$ cat config.mk
export PLATFORM = sky130hd
export DESIGN_NAME = udp_tx_arbiter
export DESIGN_NICKNAME = d
export VERILOG_FILES = /design/src/rtl/udp_arb_pkg.sv /design/src/rtl/udp_arb_req_latch.sv /design/src/rtl/udp_tx_arbiter.sv
export SDC_FILE = /design/constraint.sdc
export NUM_CORES = 1
export LEC_CHECK = 0
export ABC_AREA = 1
export ABC_CLOCK_PERIOD_IN_PS = 1900
export BUFFER_PORTS_ARGS = -buffer_cell sky130_fd_sc_hd__buf_4
export CORE_ASPECT_RATIO = 1.75
export CORE_MARGIN = 2
export CORE_UTILIZATION = 45
export CTS_CLUSTER_DIAMETER = 150
export DETAILED_ROUTE_END_ITERATION = 7
export PLACE_DENSITY_LB_ADDON = 0.25
export SLEW_MARGIN = 5
export SYNTH_ARGS = -nofsm -noshare
export SYNTH_HDL_FRONTEND = slang
export SYNTH_SLANG_ARGS = --single-unit
$ cat constraint.sdc
create_clock -name eth_tx_clk -period 1.9 [get_ports eth_tx_clk]
set_input_delay 0 -clock eth_tx_clk [delete_from_list [all_inputs] [get_ports eth_tx_clk]]
set_output_delay 0 -clock eth_tx_clk [all_outputs]
set_load 0.02 [all_outputs]
$ cat src/rtl/udp_arb_pkg.sv
// Shared types for the two-source UDP transmit arbiter.
// State encoding, channel ids and the round-robin pick.
package udp_arb_pkg;

  typedef enum logic [1:0] {
    ST_IDLE  = 2'd0,
    ST_START = 2'd1,
    ST_WAIT  = 2'd2,
    ST_GAP   = 2'd3
  } arb_state_t;

  localparam logic CH_VIDEO = 1'b0;
  localparam logic CH_CMD   = 1'b1;

  localparam int CNT_W = 24;

  // Both pending: alternate away from the last owner.
  function automatic logic rr_pick(
    input logic p0,
    input logic p1,
    input logic last
  );
    return (p0 & p1) ? ~last : p1;
  endfunction

endpackage

$ cat src/rtl/udp_arb_req_latch.sv
// Per-channel start-request latch for the UDP arbiter.
// Holds one pending packet length and flags discarded requests.
module udp_arb_req_latch
  import udp_arb_pkg::*;
(
  input  logic        eth_tx_clk,
  input  logic        rst_n,
  input  logic        arb_en,
  input  logic        start_en,
  input  logic [15:0] byte_num,
  input  logic        owns,
  input  logic        grant,
  output logic        pend,
  output logic [15:0] len,
  output logic        drop
);

  logic bad;

  assign bad = ~arb_en | pend | owns
             | (byte_num == 16'd0);

  // Capture accepted requests, clear on grant or disable.
  always_ff @(posedge eth_tx_clk or negedge rst_n) begin
    if (!rst_n) begin
      pend <= 1'b0;
      len  <= 16'd0;
      drop <= 1'b0;
    end else begin
      drop <= start_en & bad;
      if (!arb_en || grant) begin
        pend <= 1'b0;
      end else if (start_en && !bad) begin
        pend <= 1'b1;
        len  <= byte_num;
      end
    end
  end

endmodule

$ cat src/rtl/udp_tx_arbiter.sv
// Round-robin arbiter sharing one UDP tx engine between two sources.
// Whole-packet grants, inter-packet gap and done watchdog.
module udp_tx_arbiter
  import udp_arb_pkg::*;
#(
  parameter logic [15:0] IFG_CYC     = 16'd12,
  parameter logic [23:0] TIMEOUT_CYC = 24'd2000000
) (
  input  logic        eth_tx_clk,
  input  logic        rst_n,
  input  logic        arb_en,
  input  logic        ch0_tx_start_en,
  input  logic [15:0] ch0_tx_byte_num,
  input  logic [31:0] ch0_tx_data,
  output logic        ch0_tx_req,
  output logic        ch0_tx_done,
  output logic        ch0_tx_drop,
  input  logic        ch1_tx_start_en,
  input  logic [15:0] ch1_tx_byte_num,
  input  logic [31:0] ch1_tx_data,
  output logic        ch1_tx_req,
  output logic        ch1_tx_done,
  output logic        ch1_tx_drop,
  output logic        udp_tx_start_en,
  output logic [15:0] udp_tx_byte_num,
  output logic [31:0] udp_tx_data,
  input  logic        udp_tx_req,
  input  logic        udp_tx_done,
  output logic        grant_ch,
  output logic        busy,
  output logic        timeout_err
);

  localparam logic [CNT_W-1:0] TO_LAST =
    TIMEOUT_CYC - 24'd1;
  localparam logic [CNT_W-1:0] IFG_LAST =
    (IFG_CYC == 16'd0) ? 24'd0
                       : {8'd0, IFG_CYC - 16'd1};

  arb_state_t       state;
  arb_state_t       state_n;
  logic [CNT_W-1:0] cnt;
  logic             pend0;
  logic             pend1;
  logic [15:0]      len0;
  logic [15:0]      len1;
  logic             active;
  logic             go;
  logic             pick;
  logic             to_hit;

  assign active = (state == ST_START)
                | (state == ST_WAIT);
  assign go     = (state == ST_IDLE) & arb_en
                & (pend0 | pend1);
  assign pick   = rr_pick(pend0, pend1, grant_ch);
  assign to_hit = (state == ST_WAIT)
                & (cnt == TO_LAST);

  udp_arb_req_latch u_lat0 (
    .eth_tx_clk (eth_tx_clk),
    .rst_n      (rst_n),
    .arb_en     (arb_en),
    .start_en   (ch0_tx_start_en),
    .byte_num   (ch0_tx_byte_num),
    .owns       (active & (grant_ch == CH_VIDEO)),
    .grant      (go & (pick == CH_VIDEO)),
    .pend       (pend0),
    .len        (len0),
    .drop       (ch0_tx_drop)
  );

  udp_arb_req_latch u_lat1 (
    .eth_tx_clk (eth_tx_clk),
    .rst_n      (rst_n),
    .arb_en     (arb_en),
    .start_en   (ch1_tx_start_en),
    .byte_num   (ch1_tx_byte_num),
    .owns       (active & (grant_ch == CH_CMD)),
    .grant      (go & (pick == CH_CMD)),
    .pend       (pend1),
    .len        (len1),
    .drop       (ch1_tx_drop)
  );

  // State register plus owner/length capture on grant.
  always_ff @(posedge eth_tx_clk or negedge rst_n) begin
    if (!rst_n) begin
      state           <= ST_IDLE;
      grant_ch        <= CH_CMD;
      udp_tx_byte_num <= 16'd0;
    end else begin
      state <= state_n;
      if (go) begin
        grant_ch        <= pick;
        udp_tx_byte_num <= pick ? len1 : len0;
      end
    end
  end

  // Gap/watchdog counter restarts on every state change.
  always_ff @(posedge eth_tx_clk or negedge rst_n) begin
    if (!rst_n) begin
      cnt <= '0;
    end else if (state_n != state
                 || state == ST_IDLE) begin
      cnt <= '0;
    end else begin
      cnt <= cnt + 24'd1;
    end
  end

  // Next-state decode.
  always_comb begin
    state_n = state;
    unique case (state)
      ST_IDLE:  if (go) state_n = ST_START;
      ST_START: state_n = ST_WAIT;
      ST_WAIT:  if (udp_tx_done || to_hit)
                  state_n = ST_GAP;
      ST_GAP:   if (cnt == IFG_LAST)
                  state_n = ST_IDLE;
      default:  state_n = ST_IDLE;
    endcase
  end

  // Engine start, status and owner routing.
  always_comb begin
    udp_tx_start_en = (state == ST_START);
    busy            = (state != ST_IDLE);
    timeout_err     = to_hit & ~udp_tx_done;
    ch0_tx_req  = udp_tx_req & active
                & (grant_ch == CH_VIDEO);
    ch1_tx_req  = udp_tx_req & active
                & (grant_ch == CH_CMD);
    ch0_tx_done = udp_tx_done & (state == ST_WAIT)
                & (grant_ch == CH_VIDEO);
    ch1_tx_done = udp_tx_done & (state == ST_WAIT)
                & (grant_ch == CH_CMD);
  end

  assign udp_tx_data = grant_ch ? ch1_tx_data
                                : ch0_tx_data;

endmodule

# == Word level (Yosys, flattened, before mapping) ==
# Cells that the tools add are included.
# totals
register_bits,79
latch_bits,0
ram_bits,0
mem_bits_ro,0
input_bits,103
output_inout_bits,58
word_cells,77
mem_count,0
# op_classes
addsub,1
n_mul,0
div,0
magnitude_cmp,0
n_eq_ne,6
shift,0
muxes,12
bitwise_logic,31
n_reduce_logical,17
# op_table
op,n
$logic_not 16->1,2
$mux 32,1
$add 24x1->24 const B,1
$eq 24x21->1 const B,1
$eq 24x4->1 const B,1
$mux 24,1
$and 1x1->1,17
$mux 16,1
$or 1x1->1,8
$pmux 2 s4,1
$mux 2,3
$not 1->1,6
$reduce_bool 2->1,3
$mux 1,5
$eq 2x2->1 const B,2
$logic_or 1x1->1,4
$reduce_and 2->1,2
$logic_not 1->1,3
$eq 2x1->1 const B,1
$logic_and 1x1->1,2
$logic_not 2->1,1
$ne 2x2->1,1

# == Logic depth before layout (Yosys ltp) ==
# depth
depth_word,9
depth_mapped,13
ltp_nobuf,12

# == Modules after synthesis ==
# From an unflattened synthesis, not the netlist that was laid out.
# hier_totals
cells_unflattened,626
hier_area_um2,4812.1
# by_module_without_submodules
module,n_inst,cells_per_inst,area_per_inst_um2
udp_tx_arbiter,1,436,3080.5
udp_arb_req_latch,2,95,865.8

# == Least setup slack after synthesis ==
# No wires, ideal clock.
# synth_path
kind,flip-flop to flip-flop
startpoint,reg state[0]
endpoint,reg u_lat1.len[11]
setup_time_ps,132
t_arrival_ps,1745
t_required_ps,1768
path_slack_ps,23
stages_incl_launch_ff,8
path_buffers,1
period_less_slack_ps,1877
cell_sequence,dfrtp_1 inv_1 ha_1 a211oi_1 nand2_1 nor2_1 clkbuf_1 o21ai_0
# synth_between
elab_chain_cells,8
word_cells_on_any_way,15
classes_between,eq/ne (2); bitwise (8); reduce/logical (5)
# synth_lines
element,line_no,source
"start, declared",udp_tx_arbiter.sv:40,arb_state_t state;
"start signal, assigned",udp_tx_arbiter.sv:93,state <= state_n;
$eq 2x1->1 / $eq 2x2->1 (equally long branches),"udp_tx_arbiter.sv:52, udp_tx_arbiter.sv:53",
$or 1x1->1,udp_tx_arbiter.sv:53,| (state == ST_WAIT);
$and 1x1->1,udp_tx_arbiter.sv:79,".owns (active & (grant_ch == CH_CMD)),"
$or 1x1->1,udp_arb_req_latch.sv:20,assign bad = ~arb_en | pend | owns
$or 1x1->1,udp_arb_req_latch.sv:21,| (byte_num == 16'd0);
$logic_not 1->1,udp_arb_req_latch.sv:33,end else if (start_en && !bad) begin
$logic_and 1x1->1,udp_arb_req_latch.sv:33,
$reduce_and 2->1 (no source line) *,--,
"end signal, assigned",udp_arb_req_latch.sv:35,len <= byte_num;
"end, declared",udp_arb_req_latch.sv:14,"output logic [15:0] len,"
# Mark *: on every way between the ends. The rest lies on a longest branch, timed or not.
# A chain may end at the register's enable or synchronous reset.

# == Worst setup path after layout ==
# layout_path
startpoint,reg cnt[16]
endpoint,reg cnt[0]
# layout_between
elab_chain_cells,8
word_cells_on_any_way,10
classes_between,eq/ne (3); mux (4); bitwise (1); reduce/logical (2)
# layout_lines
element,line_no,source
"start, declared",udp_tx_arbiter.sv:42,logic [CNT_W-1:0] cnt;
"start signal, assigned",udp_tx_arbiter.sv:109,cnt <= cnt + 24'd1;
$eq 24x21->1,udp_tx_arbiter.sv:58,& (cnt == TO_LAST);
$and 1x1->1,udp_tx_arbiter.sv:58,
$logic_or 1x1->1,udp_tx_arbiter.sv:119,ST_WAIT: if (udp_tx_done || to_hit)
$mux 2,udp_tx_arbiter.sv:119,
$pmux 2 s4 *,udp_tx_arbiter.sv:116,unique case (state)
$ne 2x2->1 *,udp_tx_arbiter.sv:105,end else if (state_n != state
$logic_or 1x1->1 *,udp_tx_arbiter.sv:106,|| state == ST_IDLE) begin
$mux 24 *,udp_tx_arbiter.sv:105,
# Marked as above.

==> impl_metrics.csv <==
group,metric,value,unit
die,num_rows,47,
drt,drt_iter0_drc,251,
synthesis,ys_types,33,
synthesis,avgSynthCellArea,7.77,um^2
drt,totalWireLength,14.7,mm
die,coreArea,9530,um^2
timing,max-slew-margin-rel,0.613,
hold_path,hold_path.class,"primary input to async pin",
drt,ant_nets,0,
synthesis,netlist.area_leader.share,0.442,
pwr,seq_power_share,0.266,
drt,vias,4782,
worst_setup_path,path_delay_family,"simple AND/OR/NAND/NOR gates",
clock_network,htreeDepth,3,
synthesis,synth_seq_area_share,0.448,
synthesis,synth_cells,569,
worst_setup_path,crit_buf_inv,2,
clock_network,clock_latency,0.34,ns
timing,finalSetupViolCount,0,
worst_setup_path,cp.arrival,2.12,ns
global_route,grt_pass1_vias,4702,
worst_setup_path,cpMostUsedCell,"nand3_2",
timing,worst_pin_slew,0.576,ns
place,numPortBuffers,160,
cells_and_area,syn2layout_area_growth,53.4,%
clock_network,cts_sinks,79,
die,dieWidth,78.9,um
synthesis,synth.area.top_cells,"dfrtp_1, nand2_1, nor3_2, inv_1, o21ai_0",
cells_and_area,multi_input_comb_area,2260,um^2
synthesis,yosysTopAreaCell,"dfrtp_1",
clock_network,cts_root_buf,"clkbuf_16",
worst_setup_path,worstSetupEndpointType,"flip-flop",
outcome,status,"complete, no violations",
cells_and_area,instances_no_fill,913,
worst_setup_path,worst_path_max_delay_cell,"dfrtp_1",
cells_and_area,n_antenna_cell,0,
timing,hold_violations,0,
global_route,grt_max_degree,38,
drt,detail_route.first_pass.iterations,5,
drt,viasPerCell,5.24,
global_route,gr-total-overflow,0,
synthesis,yosysWarnings,0,
synthesis,syn_area,4420,um^2
cells_and_area,mostFrequentLayoutCells,"nand2_1, buf_4, dfrtp_1",
worst_setup_path,path_cells,"inv_1 > nand3_1 > nor2_1 > nand3_2 > a21oi_4 > nand2_2 > nand3_2 > nand2_4 > clkbuf_16 > nor3_4",
cells_and_area,seq_area,1980,um^2
worst_setup_path,cp_max_fo,7,
cells_and_area,final_common_cell,"nand2_1",
synthesis,synth.net_count,678,
timing,fin_tns_setup,0,ns
die,start_util,0.464,
global_route,antenna_found_initial,0,
die,die-area,10700,um^2
run,drv_cap,0,
place,globalplace.congestion,0.978,
clock_network,clk_transition_reported_paths,0.06,ns
cells_and_area,final_nets,895,
pwr,clockPowerShare,0.174,
worst_setup_path,required,2.16,ns
die,fp.dieH,135,um
timing,fin_worst_skew,0.00672,ns
pwr,leakagePower,0.00327,uW
clock_network,cts_tree,"yes",
timing,min_period_over_period,0.979,
synthesis,synth-seq-cells,79,
timing,drv_slew,0,
clock_network,cts_buffer_depth,2,
pwr,swShare,0.450,
drt,drcViolationCount,0,
timing,rsz0062_at_grt,"true",
cells_and_area,num-fill-cells,718,
drt,wl_per_cell,16.1,um
place,dpl_cell_area,5880,um^2
global_route,grt_usage,0.262,
pwr,p_comb_frac,0.560,
die,io_pins,161,
worst_setup_path,setup.worst_path.start_class,"flip-flop",
global_route,grt_first_pass_wirelength,21.8,mm
worst_setup_path,max_stage_delay,0.39,ns
place,place_hpwl,10.1,mm
clock_network,cts_buffers,9,
pwr,internal_power,5300,uW
place,dpl.cell_count,853,
cells_and_area,final_layout_size_suffix_gt1_frac,0.350,
timing,timing.fmax,538,MHz
cells_and_area,final_area,6780,um^2
worst_setup_path,path_class,"flip-flop to flip-flop",
pwr,ir_drop,987,uV
timing,min_period,1.86,ns
pwr,p_switching,4340,uW
pwr,powerDensity,1420,nW/um^2
## registers in the layout, summed over array words and instances (netlist names)
register         count
cnt                 24
grant_ch             1
u_lat1.pend          1
state                2
u_lat1.drop          1
u_lat0.drop          1
u_lat0.pend          1
u_lat0.len          16
u_lat1.len          16
udp_tx_byte_num     16
## per-layer routing
layer	up-vias	wire length [um]	global-route usage
met2	192	7960	0.473
met3	52	779	0.0535
li1	2260	-	-
met5	-	0	0
met1	2278	5310	0.296
met4	0	679	0.112
## worst paths after layout
kind                                       endpoint  cells past startpoint  slack [ns]           startpoint
min in group eth_tx_clk                    state[0]                      5        0.24          udp_tx_done
max in group asynchronous                    cnt[8]                      3        1.14                rst_n
worst max register to register               cnt[0]                     10        0.04              cnt[16]
worst max-delay path                         cnt[0]                     10        0.04              cnt[16]
worst min register to register  udp_tx_byte_num[15]                      2        0.50  udp_tx_byte_num[15]
worst min-delay path                        cnt[13]                      2        0.15                rst_n
## logic make-up (layout without fill, tap and decap cells)
kind of cell	Yosys count	after routing	synth area share
AOI/OAI and AO/OA	64	64	0.0909
xor gates and xnor gates	16	16	0.0317
adders and majority gates	6	6	0.0170
buffers and inverters	88	307	0.0832
DFF	79	79	0.448
and+or+nand+nor	316	319	0.330
## power groups by stage
stage	Clock (uW)	Sequential (uW)	Combinational, uW
after floorplan	0	2750	2690
after detailed placement	0	2560	4650
after global placement	0	2550	4540
after global routing	1780	2630	5780
after CTS	1710	2550	4780
final	1670	2570	5390
## timing repair
| item | 4_1_cts | 5_1_grt |
|---|---|---|
| hold buffers | 36 | 0 |
| endpoints found under the setup margin | 8 | 56 |
| resized for setup | 2 | 39 |
| pin swaps | 0 | 11 |
| cloned | 0 | 4 |
| hold endpoints to repair | 70 | 0 |
| setup buffers | 0 | 4 |
## synthesized netlist by cell type (all sizes together)
cell type and number:
nor2 43, o21ai 40, dfstp 1, dfrtp 78, clkbuf 9, a211oi 2
clkinv 2, nand2 206, o221ai 16, inv 65, nand3 16, a21oi 4
nand4 8, a21boi 1, ha 6, nor3 34, buf 12, nor4 9
xor2 11, o22ai 1, xnor2 5
## metrics by stage
stage / hold WS [ns] / util / worst slack (ns) / power [uW]
floorplan: -0.296 / - / 0.0232 / 5440
global placement: -0.0181 / 0.617 / 0.0759 / 7090
detailed placement: -0.00987 / 0.617 / -0.0369 / 7220
CTS: 0.161 / 0.687 / 0.00576 / 9040
global route: 0.191 / 0.712 / -0.0700 / 10200
finish: 0.153 / 0.712 / 0.0396 / 9640
## worst reg2reg max path, cell delays in order, from the launching register on
cell	delay, ns
dfrtp_1	0.39
inv_1	0.13
nand3_1	0.17
nor2_1	0.16
nand3_2	0.13
a21oi_4	0.21
nand2_2	0.07
nand3_2	0.08
nand2_4	0.09
clkbuf_16	0.19
nor3_4	0.16
## cell type report
type,instances,share of cell area
tap,122,0.0225
multi-input combinational,405,0.333
sequential,79,0.292
clock inverter,6,0.00775
clock buffer,10,0.0352
timing repair buffer,224,0.272
inverter,67,0.0371
Power figures use the tool's default switching activity.
